===== src/rtl/seg7_scan_reader_if.sv =====
// Interface for the scanned 7-segment display bus and the digits recovered from it.
// The master drives the display pins; the slave is the reader.
interface seg7_scan_reader_if;
  logic [7:0]  LED;
  logic [3:0]  AN;
  logic [15:0] DIGIT;
  logic [3:0]  DP;
  logic [3:0]  VALID;
  logic [3:0]  ERR;
  logic        UPD;
  logic [1:0]  UPD_IDX;

  modport master (
    output LED, AN,
    input  DIGIT, DP, VALID, ERR, UPD, UPD_IDX
  );

  modport slave (
    input  LED, AN,
    output DIGIT, DP, VALID, ERR, UPD, UPD_IDX
  );
endinterface


===== src/rtl/seg7_scan_reader.sv =====
// Recovers per-digit BCD values from a multiplexed active-low 7-segment bus,
// capturing each digit once per stable dwell and ageing out stale digits.
module seg7_scan_reader #(
  parameter int unsigned SETTLE = 4,
  parameter int unsigned STALE  = 4096
) (
  input logic               CLK,
  input logic               RST,
  seg7_scan_reader_if.slave bus
);

  localparam logic [7:0]  L_SETTLE    = 8'(SETTLE);
  localparam logic [7:0]  L_SETTLE_M1 = 8'(SETTLE - 1);
  localparam bit          L_STALE_EN  = (STALE != 0);
  localparam logic [15:0] L_STALE_M1  = 16'(STALE - 1);

  logic [7:0]  r_s_led, r_p_led;
  logic [3:0]  r_s_an, r_p_an;
  logic [7:0]  r_cnt;
  logic [15:0] r_stale [4];
  logic [15:0] r_digit;
  logic [3:0]  r_dp, r_valid, r_err;
  logic        r_upd;
  logic [1:0]  r_upd_idx;

  logic       w_sel, w_same, w_cap;
  logic [1:0] w_idx;
  logic [3:0] w_nib;
  logic       w_legal, w_bad;

  always_comb begin
    w_sel = 1'b1;
    w_idx = '0;
    case (r_s_an)
      4'b1110: w_idx = 2'd0;
      4'b1101: w_idx = 2'd1;
      4'b1011: w_idx = 2'd2;
      4'b0111: w_idx = 2'd3;
      default: w_sel = 1'b0;
    endcase
  end

  assign w_same = ({r_s_an, r_s_led} == {r_p_an, r_p_led});
  // Counter saturates at SETTLE, so the SETTLE-1 -> SETTLE step happens once per dwell.
  assign w_cap  = w_sel && w_same && (r_cnt == L_SETTLE_M1);

  always_comb begin
    w_nib   = 4'hE;
    w_legal = 1'b0;
    w_bad   = 1'b1;
    case (r_s_led[7:1])
      7'b0000001: begin w_nib = 4'd0; w_legal = 1'b1; w_bad = 1'b0; end
      7'b1001111: begin w_nib = 4'd1; w_legal = 1'b1; w_bad = 1'b0; end
      7'b0010010: begin w_nib = 4'd2; w_legal = 1'b1; w_bad = 1'b0; end
      7'b0000110: begin w_nib = 4'd3; w_legal = 1'b1; w_bad = 1'b0; end
      7'b1001100: begin w_nib = 4'd4; w_legal = 1'b1; w_bad = 1'b0; end
      7'b0100100: begin w_nib = 4'd5; w_legal = 1'b1; w_bad = 1'b0; end
      7'b0100000: begin w_nib = 4'd6; w_legal = 1'b1; w_bad = 1'b0; end
      7'b0001101: begin w_nib = 4'd7; w_legal = 1'b1; w_bad = 1'b0; end
      7'b0000000: begin w_nib = 4'd8; w_legal = 1'b1; w_bad = 1'b0; end
      7'b0001100: begin w_nib = 4'd9; w_legal = 1'b1; w_bad = 1'b0; end
      7'b1111111: begin w_nib = 4'hF; w_bad = 1'b0; end
      default: ;
    endcase
  end

  always_ff @(posedge CLK) begin
    if (RST) begin
      r_s_led <= '1;
      r_s_an  <= '1;
      r_p_led <= '1;
      r_p_an  <= '1;
      r_cnt   <= '0;
    end else begin
      r_s_led <= bus.LED;
      r_s_an  <= bus.AN;
      r_p_led <= r_s_led;
      r_p_an  <= r_s_an;
      if (!w_sel || !w_same)
        r_cnt <= '0;
      else if (r_cnt != L_SETTLE)
        r_cnt <= r_cnt + 8'd1;
    end
  end

  always_ff @(posedge CLK) begin
    if (RST) begin
      r_digit   <= '1;
      r_dp      <= '0;
      r_valid   <= '0;
      r_err     <= '0;
      r_upd     <= 1'b0;
      r_upd_idx <= '0;
      for (int unsigned i = 0; i < 4; i++)
        r_stale[i] <= '0;
    end else begin
      r_upd <= w_cap;
      if (w_cap)
        r_upd_idx <= w_idx;
      for (int unsigned i = 0; i < 4; i++) begin
        // A capture on the expiry edge takes priority over the stale clear.
        if (w_cap && (w_idx == 2'(i))) begin
          r_stale[i]       <= '0;
          r_digit[4*i +: 4] <= w_nib;
          r_dp[i]          <= ~r_s_led[0];
          r_valid[i]       <= w_legal;
          r_err[i]         <= w_bad;
        end else begin
          if (r_stale[i] != '1)
            r_stale[i] <= r_stale[i] + 16'd1;
          if (L_STALE_EN && (r_stale[i] == L_STALE_M1))
            r_valid[i] <= 1'b0;
        end
      end
    end
  end

  assign bus.DIGIT   = r_digit;
  assign bus.DP      = r_dp;
  assign bus.VALID   = r_valid;
  assign bus.ERR     = r_err;
  assign bus.UPD     = r_upd;
  assign bus.UPD_IDX = r_upd_idx;

endmodule


===== src/flat_wrapper.sv =====
// flat-port wrapper written by rule: the top's interface ports become plain ports
module seg7_scan_reader_flat 
#(
  parameter int unsigned SETTLE = 4,
  parameter int unsigned STALE  = 4096
)
  (CLK, RST, bus_LED, bus_AN, bus_DIGIT, bus_DP, bus_VALID, bus_ERR, bus_UPD, bus_UPD_IDX);
  seg7_scan_reader_if bus_i ();
  input logic CLK;
  input logic RST;
  input wire logic [$bits(bus_i.LED)-1:0] bus_LED;
  input wire logic [$bits(bus_i.AN)-1:0] bus_AN;
  output wire logic [$bits(bus_i.DIGIT)-1:0] bus_DIGIT;
  output wire logic [$bits(bus_i.DP)-1:0] bus_DP;
  output wire logic [$bits(bus_i.VALID)-1:0] bus_VALID;
  output wire logic [$bits(bus_i.ERR)-1:0] bus_ERR;
  output wire logic [$bits(bus_i.UPD)-1:0] bus_UPD;
  output wire logic [$bits(bus_i.UPD_IDX)-1:0] bus_UPD_IDX;
  assign bus_i.LED = bus_LED;
  assign bus_i.AN = bus_AN;
  assign bus_DIGIT = bus_i.DIGIT;
  assign bus_DP = bus_i.DP;
  assign bus_VALID = bus_i.VALID;
  assign bus_ERR = bus_i.ERR;
  assign bus_UPD = bus_i.UPD;
  assign bus_UPD_IDX = bus_i.UPD_IDX;
  seg7_scan_reader #(.SETTLE(SETTLE), .STALE(STALE)) u_core (.CLK(CLK), .RST(RST), .bus(bus_i));
endmodule

===== config.mk =====
export PLATFORM = sky130hd
export DESIGN_NAME = seg7_scan_reader_flat
export DESIGN_NICKNAME = d
export VERILOG_FILES = /design/src/rtl/seg7_scan_reader_if.sv /design/src/rtl/seg7_scan_reader.sv /design/src/flat_wrapper.sv
export SDC_FILE = /design/constraint.sdc
export NUM_CORES = 1
export LEC_CHECK = 0
export ABC_CLOCK_PERIOD_IN_PS = 8200
export CAP_MARGIN = 0
export CORE_MARGIN = 4
export CORE_UTILIZATION = 55
export CTS_CLUSTER_DIAMETER = 60
export DETAILED_ROUTE_END_ITERATION = 7
export HOLD_SLACK_MARGIN = 0.1
export MAX_ROUTING_LAYER = met4
export PLACE_DENSITY = 0.76
export SYNTH_ARGS = -nofsm -noshare
export SYNTH_HDL_FRONTEND = slang
export SYNTH_SLANG_ARGS = --single-unit

===== constraint.sdc =====
create_clock -name CLK -period 8.2 [get_ports CLK]
set_clock_uncertainty 0.2 [all_clocks]
set_input_delay 1.23 -clock CLK [delete_from_list [all_inputs] [get_ports CLK]]
set_output_delay 1.23 -clock CLK [all_outputs]
set_load 0.005 [all_outputs]

Word level (Yosys, flattened, before mapping)
Memory sizes are Yosys's and may differ from the RTL's.
Index checks and enable logic that the tools add are counted.

storage, ports and cells
  bits in latches = 0
  bits of input ports = 14
  ROM bits = 0
  output and inout port bits = 31
  memories kept = 1
  RAM bits = 64
  register bits after elaboration = 63
  word-level logic and storage cells = 136

memory list
  name            depth  width  rd ports  clocked after memory_dff  write ports  line                    source
  u_core.r_stale  4      16     4         0                         4            seg7_scan_reader.sv:20  logic [15:0] r_stale [4];

operators by class
  eq/ne operators = 28
  divide/modulo/power cells = 0
  mux-type cells = 51
  add/subtract/negate cells = 5
  reductions and logical operators = 19
  $mul = 0
  magnitude comparators = 0
  bitwise operators = 9
  shifts and indexed selects = 0

operators by type and width
  operator                                               count
  2-to-1 mux 16 bit                                      8
  adder 16 x 1 -> 16 bit, second input constant          4
  equality test 16 x 12 -> 1 bit, second input constant  4
  inequality test 16 bit, second input constant          4
  one-hot mux 4 bit (11 select lines)                    1
  2-to-1 mux 1 bit                                       41
  equality test 7 bit, second input constant             3
  equality test 7 x 4 -> 1 bit, second input constant    2
  equality test 7 x 6 -> 1 bit, second input constant    2
  equality test 12 bit                                   1
  equality test 4 bit, second input constant             3
  OR reduction 11 bit                                    1
  OR reduction 10 bit                                    1
  adder 8 x 1 -> 8 bit, second input constant            1
  equality test 8 x 2 -> 1 bit, second input constant    1
  inequality test 8 x 3 -> 1 bit, second input constant  1
  OR 1 bit                                               8
  nonzero test 2 bit                                     4
  equality test 7 x 1 -> 1 bit, second input constant    1
  equality test 7 x 3 -> 1 bit, second input constant    1
  equality test 7 x 5 -> 1 bit, second input constant    1
  logical NOT 7 bit                                      1
  logical AND 1 bit                                      6
  one-hot mux 2 bit (3 select lines)                     1
  other kinds (9)                                        11

Longest topological paths before layout
Gate-level depths: netlist of the first run.

  depth in word-level cells = 11
  gate-level depth with buffers = 8
  mapped depth without buffers = 6

Worst setup path after synthesis of the first run
OpenSTA, ideal clock, no wires.

  path type = flip-flop to flip-flop
  start point = register u_core.r_s_an[2]
  end point = memory u_core.r_stale[2][0], in the netlist u_core.r_stale[0][32], enable pin
  cell stages (with the launch flop) = 8
  arrival = 2.546 ns
  clock period less this slack = 3.140 ns
  required time = 7.606 ns
  setup slack = 5.060 ns
  library setup time = 0.394 ns
  buffers on the path = 3
  cells stage by stage = dfxtp_1 > buf_2 > xor2_1 > nor4_1 > nand3_1 > clkbuf_1 > clkbuf_1 > o211ai_1

RTL lines
  element                   line                    source
  start: declaration        seg7_scan_reader.sv:18  logic [3:0] r_s_an, r_p_an;
  start signal: assignment  seg7_scan_reader.sv:76  r_s_an <= bus.AN;
  end: declaration          seg7_scan_reader.sv:20

==> reports/results.md, run 1 <==
| Metric | Reported | Unit |
|---|---|---|
| Via count | 4736 | - |
| Total of flip-flops plus latches after synthesis | 127 | - |
| Result of the run | complete, no violations | - |
| Cells traversed along the worst timing path | clkdlybuf4s50_1 > buf_4 > inv_1 > nand3_1 | - |
| Required time reported for the critical path endpoint | 7.94 | ns |
| Power per Cell Area | 217 | nW/um^2 |
| Count of mapped cells out of synthesis | 617 | - |
| Pre-Repair DR Iteration Count | 5 | - |
| Routability congestion estimate from global placement | 0.844 | - |
| Global-route wire length before repair | 22000 | um |
| Remaining max-slew budget at the tightest pin | 25.1 | % |
| Largest net degree at the start of global routing | 40 | - |
| Global-route total usage across every layer | 21.9 | % |
| Hold-fix buffers at CTS | 0 | - |
| Ratio of cells with drive above 1 in the final layout | 10.7 | % |
| Arrival time reported for the critical path endpoint | 3.32 | ns |
| Total of endpoints with negative setup slack in the final report | 0 | - |
| Number of synthesis warnings | 0 | - |
| Antenna viol nets, final | 0 | - |
| Total clock buffers created by CTS | 17 | - |
| Root buf cell | sky130_fd_sc_hd__clkbuf_16 | - |
| Clock insertion delay at the later pin of the skew report | 0.41 | ns |
| CTS H-tree lvls | 4 | - |
| Highest achievable clock rate | 0.279 | GHz |
| Number of setup buffers added after CTS | 0 | - |
| Final standard cell utilization of the core | 67.5 | % |
| Area enclosed by the die boundary | 13000 | sq um |
| CP Class | in -> reg | - |
| Net Count, Synth | 637 | - |
| # DRC | 0 | - |
| Number of global-route vias before repair | 4557 | - |
| Routed wire per std cell | 16.2 | um |
| Die height | 114 | um |
| Fraction of registers with async set or reset after synthesis | 0 | % |
| Initial cell density of the core | 56.6 | % |
| Highest fanout seen on the critical path | 39 | - |
| Total I/O pin count | 45 | - |
| Area added between synthesis and finish | 19.3 | % |
| Buffers from clock root to sink, at most | 2 | - |
| Area taken by multi-input logic gates | 2830 | sq um |
| Crit-path slowest cell | sky130_fd_sc_hd__nand3_1 | - |
| Type of the most critical hold path | reg -> reg | - |
| Number of maximum-capacitance violations | 0 | - |
| Total standard cell area after synthesis | 6190 | sq um |
| 1st-iter DRT viols | 414 | - |
| Number of flops mapped to enable cells by yosys | 64 | - |
| Critical path's largest stage delay | 0.78 | ns |
| Tightest hold margin | 0.293 | ns |
| Clock tree from TritonCTS | yes | - |
| Number of clock sinks seen by CTS | 127 | - |
| VDD IR max | 0.000162 | V |
| Number of buffer cells added on primary ports | 44 | - |
| Clock transition at path regs | 0.05 | ns |
| Filler instances | 846 | - |
| Total number of nets in the final design | 673 | - |
| Antenna Diode Count | 0 | - |
| Post-detailed-placement half-perimeter wirelength | 8910 | um |
| Post-synthesis area per instance | 10.0 | sq um |
| Setup Total Neg Slack | 0 | ns |
| Cell variety after synth | 54 | - |
| Antenna violations before repair | 0 | - |
| Most used flip-flop cell after synthesis | sky130_fd_sc_hd__edfxtp_1 | - |
| Clock period minus worst slack | 3.59 | ns |
| Vias per Instance | 5.88 | - |
| Cts repair resizes | 0 | - |
| Fin. max-slew vios | 0 | - |
| Transition at the pin with the smallest max-transition slack | 1.12 | ns |
| CP Launch Type | input port | - |
| Ratio of final minimum period to clock period | 43.7 | % |
| Reported leakage power | 2.69 | nW |
| Seq/Total Area, Yosys | 51.4 | % |
| FP Rows | 38 | - |
| Sequential cell area | 3180 | sq um |
| Die outline width | 114 | um |
| Endpoint type of the worst setup path | flip-flop | - |
| Final count of hold timing violations | 0 | - |
| Unrepaired setup endpoints after global routing | false | - |
| DRT Wirelength | 13100 | um |
| Global route total overflow | 0 | - |
| Area of the core region | 10900 | sq um |
==> final cells by class <==
type | instances | area share [%]
flip-flops and latches | 127 | 43.1
multi-input cells | 448 | 38.3
clock buffers | 20 | 6.63
repair buffers | 47 | 6.27
clock inverters | 12 | 2.68
well taps | 140 | 2.37
inverters | 12 | 0.610
==> flip-flops by register name (all words and copies together), names as in the netlist <==
register / flops
u_core.bus.DIGIT: 16
u_core.r_cnt: 8
u_core.bus.ERR: 4
u_core.bus.DP: 4
u_core.r_s_led: 8
u_core.bus.UPD_IDX: 2
u_core.r_stale: 64
u_core.r_p_an: 4
u_core.r_p_led: 8
u_core.r_s_an: 4
u_core.bus.UPD: 1
u_core.bus.VALID: 4
==> cell usage in the layout, fill, tap and decap left out, drive strengths merged, types with 3 or more instances in the layout <==
cell type and count:
or4 4, nor2 55, clkdlybuf4s50 44, a2bb2oi 4, and3 15, bufinv 5, nand2b 4, o211ai 11
o211a 3, and3b 4, or2 26, dfxtp 63, xnor2 33, inv 16, o21ai 21, nor4 17
clkbuf 20, mux2i 7, nor3 53, a21oi 11, a22o 3, xor2 44, edfxtp 64, nand3 43
buf 3, a31oi 3, nand4 12, nor3b 7, nand2 38, ha 6
==> worst paths after layout <==
check | startpoint | end | slack [ns] | cells after the start
setup / recovery | RST | u_core.r_stale[0][31] | 4.61 | 4
hold / removal | u_core.bus.ERR[3] | u_core.bus.ERR[3] | 0.29 | 2
setup reg to reg | u_core.r_cnt[0] | u_core.r_stale[0][31] | 4.95 | 6
hold reg to reg | u_core.bus.ERR[3] | u_core.bus.ERR[3] | 0.29 | 2
==> stage by stage <==
stage | setup WS (ns) | cell area (sq um) | cells | power [W]
after floorplan | 5.06 | 6190 | 617 | 0.000738
after global routing | 4.46 | 7380 | 806 | 0.00165
after global placement | 4.29 | 6700 | 774 | 0.000751
after detailed placement | 4.19 | 6700 | 774 | 0.000755
final | 4.61 | 7380 | 806 | 0.00160
after CTS | 4.62 | 7380 | 806 | 0.00161
==> cell usage after synthesis, types with 8 or more instances <==
cell / instances / area, sq um
sky130_fd_sc_hd__edfxtp_1: 64 / 1920
sky130_fd_sc_hd__o21ai_0: 17 / 85.1
sky130_fd_sc_hd__dfxtp_1: 63 / 1260
sky130_fd_sc_hd__a21oi_1: 11 / 55.1
sky130_fd_sc_hd__inv_1: 12 / 45.0
sky130_fd_sc_hd__nand4_1: 12 / 75.1
sky130_fd_sc_hd__clkbuf_1: 20 / 75.1
sky130_fd_sc_hd__nand2_1: 37 / 139
sky130_fd_sc_hd__nor2_1: 55 / 206
sky130_fd_sc_hd__xnor2_1: 33 / 289
sky130_fd_sc_hd__o211ai_1: 10 / 75.1
sky130_fd_sc_hd__buf_2: 8 / 40.0
sky130_fd_sc_hd__xor2_1: 44 / 385
sky130_fd_sc_hd__or2_2: 26 / 163
sky130_fd_sc_hd__and3_1: 15 / 93.8
sky130_fd_sc_hd__nor3_1: 53 / 265
sky130_fd_sc_hd__nor4_1: 15 / 93.8
sky130_fd_sc_hd__nand3_1: 43 / 215
==> critical path, delay by kind of cell <==
family	cells	cell delay, ns
AND/OR/NAND/NOR	1	0.78
buffers and inverters	3	1.29
==> where the power goes <==
group	internal (W)	leakage [nW]	switching, W
logic	0.0000253	1.06	0.0000290
registers	0.000673	1.30	0.0000148
clock network	0.000585	0.334	0.000277
==> cells by family (layout without fill, tap and decap cells) <==
family                     Yosys count  count (layout)  share of synthesized area [%]
buffers and inverters               42              91                           2.83
AOI/OAI and AO/OA                   74              74                           8.49
muxes                                7               7                           1.13
xor gates and xnor gates            77              77                           10.9
and+or+nand+nor                    284             284                           24.0
adders and majority gates            6               6                           1.21
DFF                                127             127                           51.4
==> layer usage <==
layer  track usage (%)  share of wire [%]  vias up  routed length [um]
met5                 -                  0        -                   0
met4              7.60                1.7        0                 226
met3              5.97                4.7       20                 610
met2              34.5                 49      123                6390
met1              27.4                 45     2280                5850
li1                  -                  -     2313                   -
(Power assumes the default switching activity.)
==> inputs of run 2 (changes only) <==
- ABC_CLOCK_PERIOD_IN_PS: 8200 -> 3700
- clock period: 8.2 -> 3.7 ns (I/O delays scaled with it)
==> run 2 against run 1 <==
  * Wire length grew 2.5%
  * Critical path depth grew 1
  * Register-to-register slack lost 4.4 ns
  * Power rose by 95%
==> reports/results.md, run 2 (synthesized netlist as in run 1, its figures left out) <==
| Metric | Reported | Unit |
|---|---|---|
| Number of buffer cells added on primary ports | 44 | - |
| Global-route total usage across every layer | 22.5 | % |
| Highest fanout seen on the critical path | 16 | - |
| Final standard cell utilization of the core | 66.5 | % |
| VDD IR max | 0.000368 | V |
| 1st-iter DRT viols | 453 | - |
| Total clock buffers created by CTS | 17 | - |
| Antenna viol nets, final | 0 | - |
| Register name with the most flops | u_core.r_stale | - |
| Worst min-delay path startpoint | u_core.bus.ERR[0] | - |
| Unrepaired setup endpoints after global routing | false | - |
| Cts repair resizes | 0 | - |
| Max reg flops | 64 | - |
| Required time reported for the critical path endpoint | 3.54 | ns |
| Overall Power | 0.00312 | W |
| Buffers from clock root to sink, at most | 2 | - |
| Total I/O pin count | 45 | - |
| CP Launch Type | flip-flop | - |
| Endpoint type of the worst setup path | flip-flop | - |
| Setup crit start | u_core.r_s_led[6] | - |
| Non-filler cells, final | 813 | - |
| Antenna violations before repair | 0 | - |
| Layout Cell Area excl Fill | 7270 | sq um |
| Total number of nets in the final design | 680 | - |
| CP Class | reg -> reg | - |
| Routability congestion estimate from global placement | 0.900 | - |
| Area of the core region | 10900 | sq um |
| Vias per Instance | 5.88 | - |
| Via count | 4779 | - |
| Clock transition at path regs | 0.05 | ns |
| Clock tree from TritonCTS | yes | - |
| Die outline width | 114 | um |
| Number of clock sinks seen by CTS | 127 | - |
| Filler instances | 877 | - |
| Highest achievable clock rate | 0.317 | GHz |
| Ratio of final minimum period to clock period | 85.3 | % |
| Number of maximum-capacitance violations | 0 | - |
| # DRC | 0 | - |
| Total of endpoints with negative setup slack in the final report | 0 | - |
| Remaining max-slew budget at the tightest pin | 45.7 | % |
| Root buf cell | sky130_fd_sc_hd__clkbuf_16 | - |
| Startpoint of the most critical register-to-register path | u_core.r_s_led[6] | - |
| FP Rows | 38 | - |
| Number of global-route vias before repair | 4530 | - |
| Setup Total Neg Slack | 0 | ns |
| Largest net degree at the start of global routing | 39 | - |
| Fin. max-slew vios | 0 | - |
| Power per Cell Area | 429 | nW/um^2 |
| Placed Instance Area | 6750 | sq um |
| Reported leakage power | 2.65 | nW |
| Antenna Diode Count | 0 | - |
| Initial cell density of the core | 56.6 | % |
| CTS H-tree lvls | 4 | - |
| Cell count after placement | 781 | - |
| Clock period minus worst slack | 3.16 | ns |
| Clock insertion delay at the later pin of the skew report | 0.41 | ns |
| Post-detailed-placement half-perimeter wirelength | 9170 | um |
| Commonest cells after routing, fill and taps aside | sky130_fd_sc_hd__edfxtp_1, sky130_fd_sc_hd__dfxtp_1, sky130_fd_sc_hd__nor2_1 | - |
| Pre-Repair DR Iteration Count | 5 | - |
| Arrival time reported for the critical path endpoint | 2.99 | ns |
| Number of setup buffers added after CTS | 0 | - |
| Result of the run | complete, no violations | - |
| Hold-fix buffers at CTS | 0 | - |
| DRT Wirelength | 13400 | um |
| Transition at the pin with the smallest max-transition slack | 0.812 | ns |
| Commonest non-fill, non-tap cell in the layout | sky130_fd_sc_hd__edfxtp_1 | - |
| Global route total overflow | 0 | - |
| Ratio of cells with drive above 1 in the final layout | 10.4 | % |
| Area added between synthesis and finish | 17.5 | % |
| Die height | 114 | um |
| Area enclosed by the die boundary | 13000 | sq um |
| Routed wire per std cell | 16.5 | um |
| Type of the most critical hold path | reg -> reg | - |
| Global-route wire length before repair | 22600 | um |
| Final count of hold timing violations | 0 | - |
==> run 2: area by class of cell <==
class	count	area [sq um]	share of cell area, %
sequential	127	3180	43.8
timing repair buffer	54	515	7.09
clock buffer	26	490	6.74
inverter	12	45.0	0.619
clock inverter	6	32.5	0.447
multi-input combinational	448	2830	38.9
tap	140	175	2.41
==> run 2: critical path: stages (launching register included) <==
cell	delay [ns]
sky130_fd_sc_hd__dfxtp_1	0.63
sky130_fd_sc_hd__xor2_1	0.13
sky130_fd_sc_hd__nor4_1	0.36
sky130_fd_sc_hd__and3_1	0.51
sky130_fd_sc_hd__nand2_1	0.29
sky130_fd_sc_hd__nand3_1	0.64
==> run 2: through the flow <==
step	hold WS [ns]	setup slack, ns
after floorplan	0.263	0.560
after global placement	0.272	0.715
after detailed placement	0.272	0.587
after CTS	0.288	0.567
after global routing	0.313	0.334
final	0.282	0.543
==> run 2: per-layer routing <==
metal  part of all wire, %  vias up  track usage [%]  wire, um
li1                      -     2328                -         -
met1                    45     2289             29.2      6030
met2                    48      143             34.7      6480
met3                   5.1       19             6.03       685
met4                   1.6        0             7.05       214
met5                     0        -                -         0
==> run 2: final timing paths <==
path | slack [ns] | endpoint | cells past startpoint
setup / recovery | 0.54 | u_core.r_stale[0][57] | 5
hold / removal | 0.28 | u_core.bus.ERR[0] | 1
setup reg to reg | 0.54 | u_core.r_stale[0][57] | 5
hold reg to reg | 0.28 | u_core.bus.ERR[0] | 1
==> run 2: report_power, final <==
group / total [W] / switching (W) / internal (W)
logic: 0.000125 / 0.0000668 / 0.0000578
registers: 0.00153 / 0.0000325 / 0.00149
clock network: 0.00147 / 0.000566 / 0.000907
==> inputs of run 3 (changes only) <==
- SETUP_SLACK_MARGIN: not set -> 0.3
==> results of run 3 <==
Same layout as run 2: the final DEF is identical, and so are final timing and power.
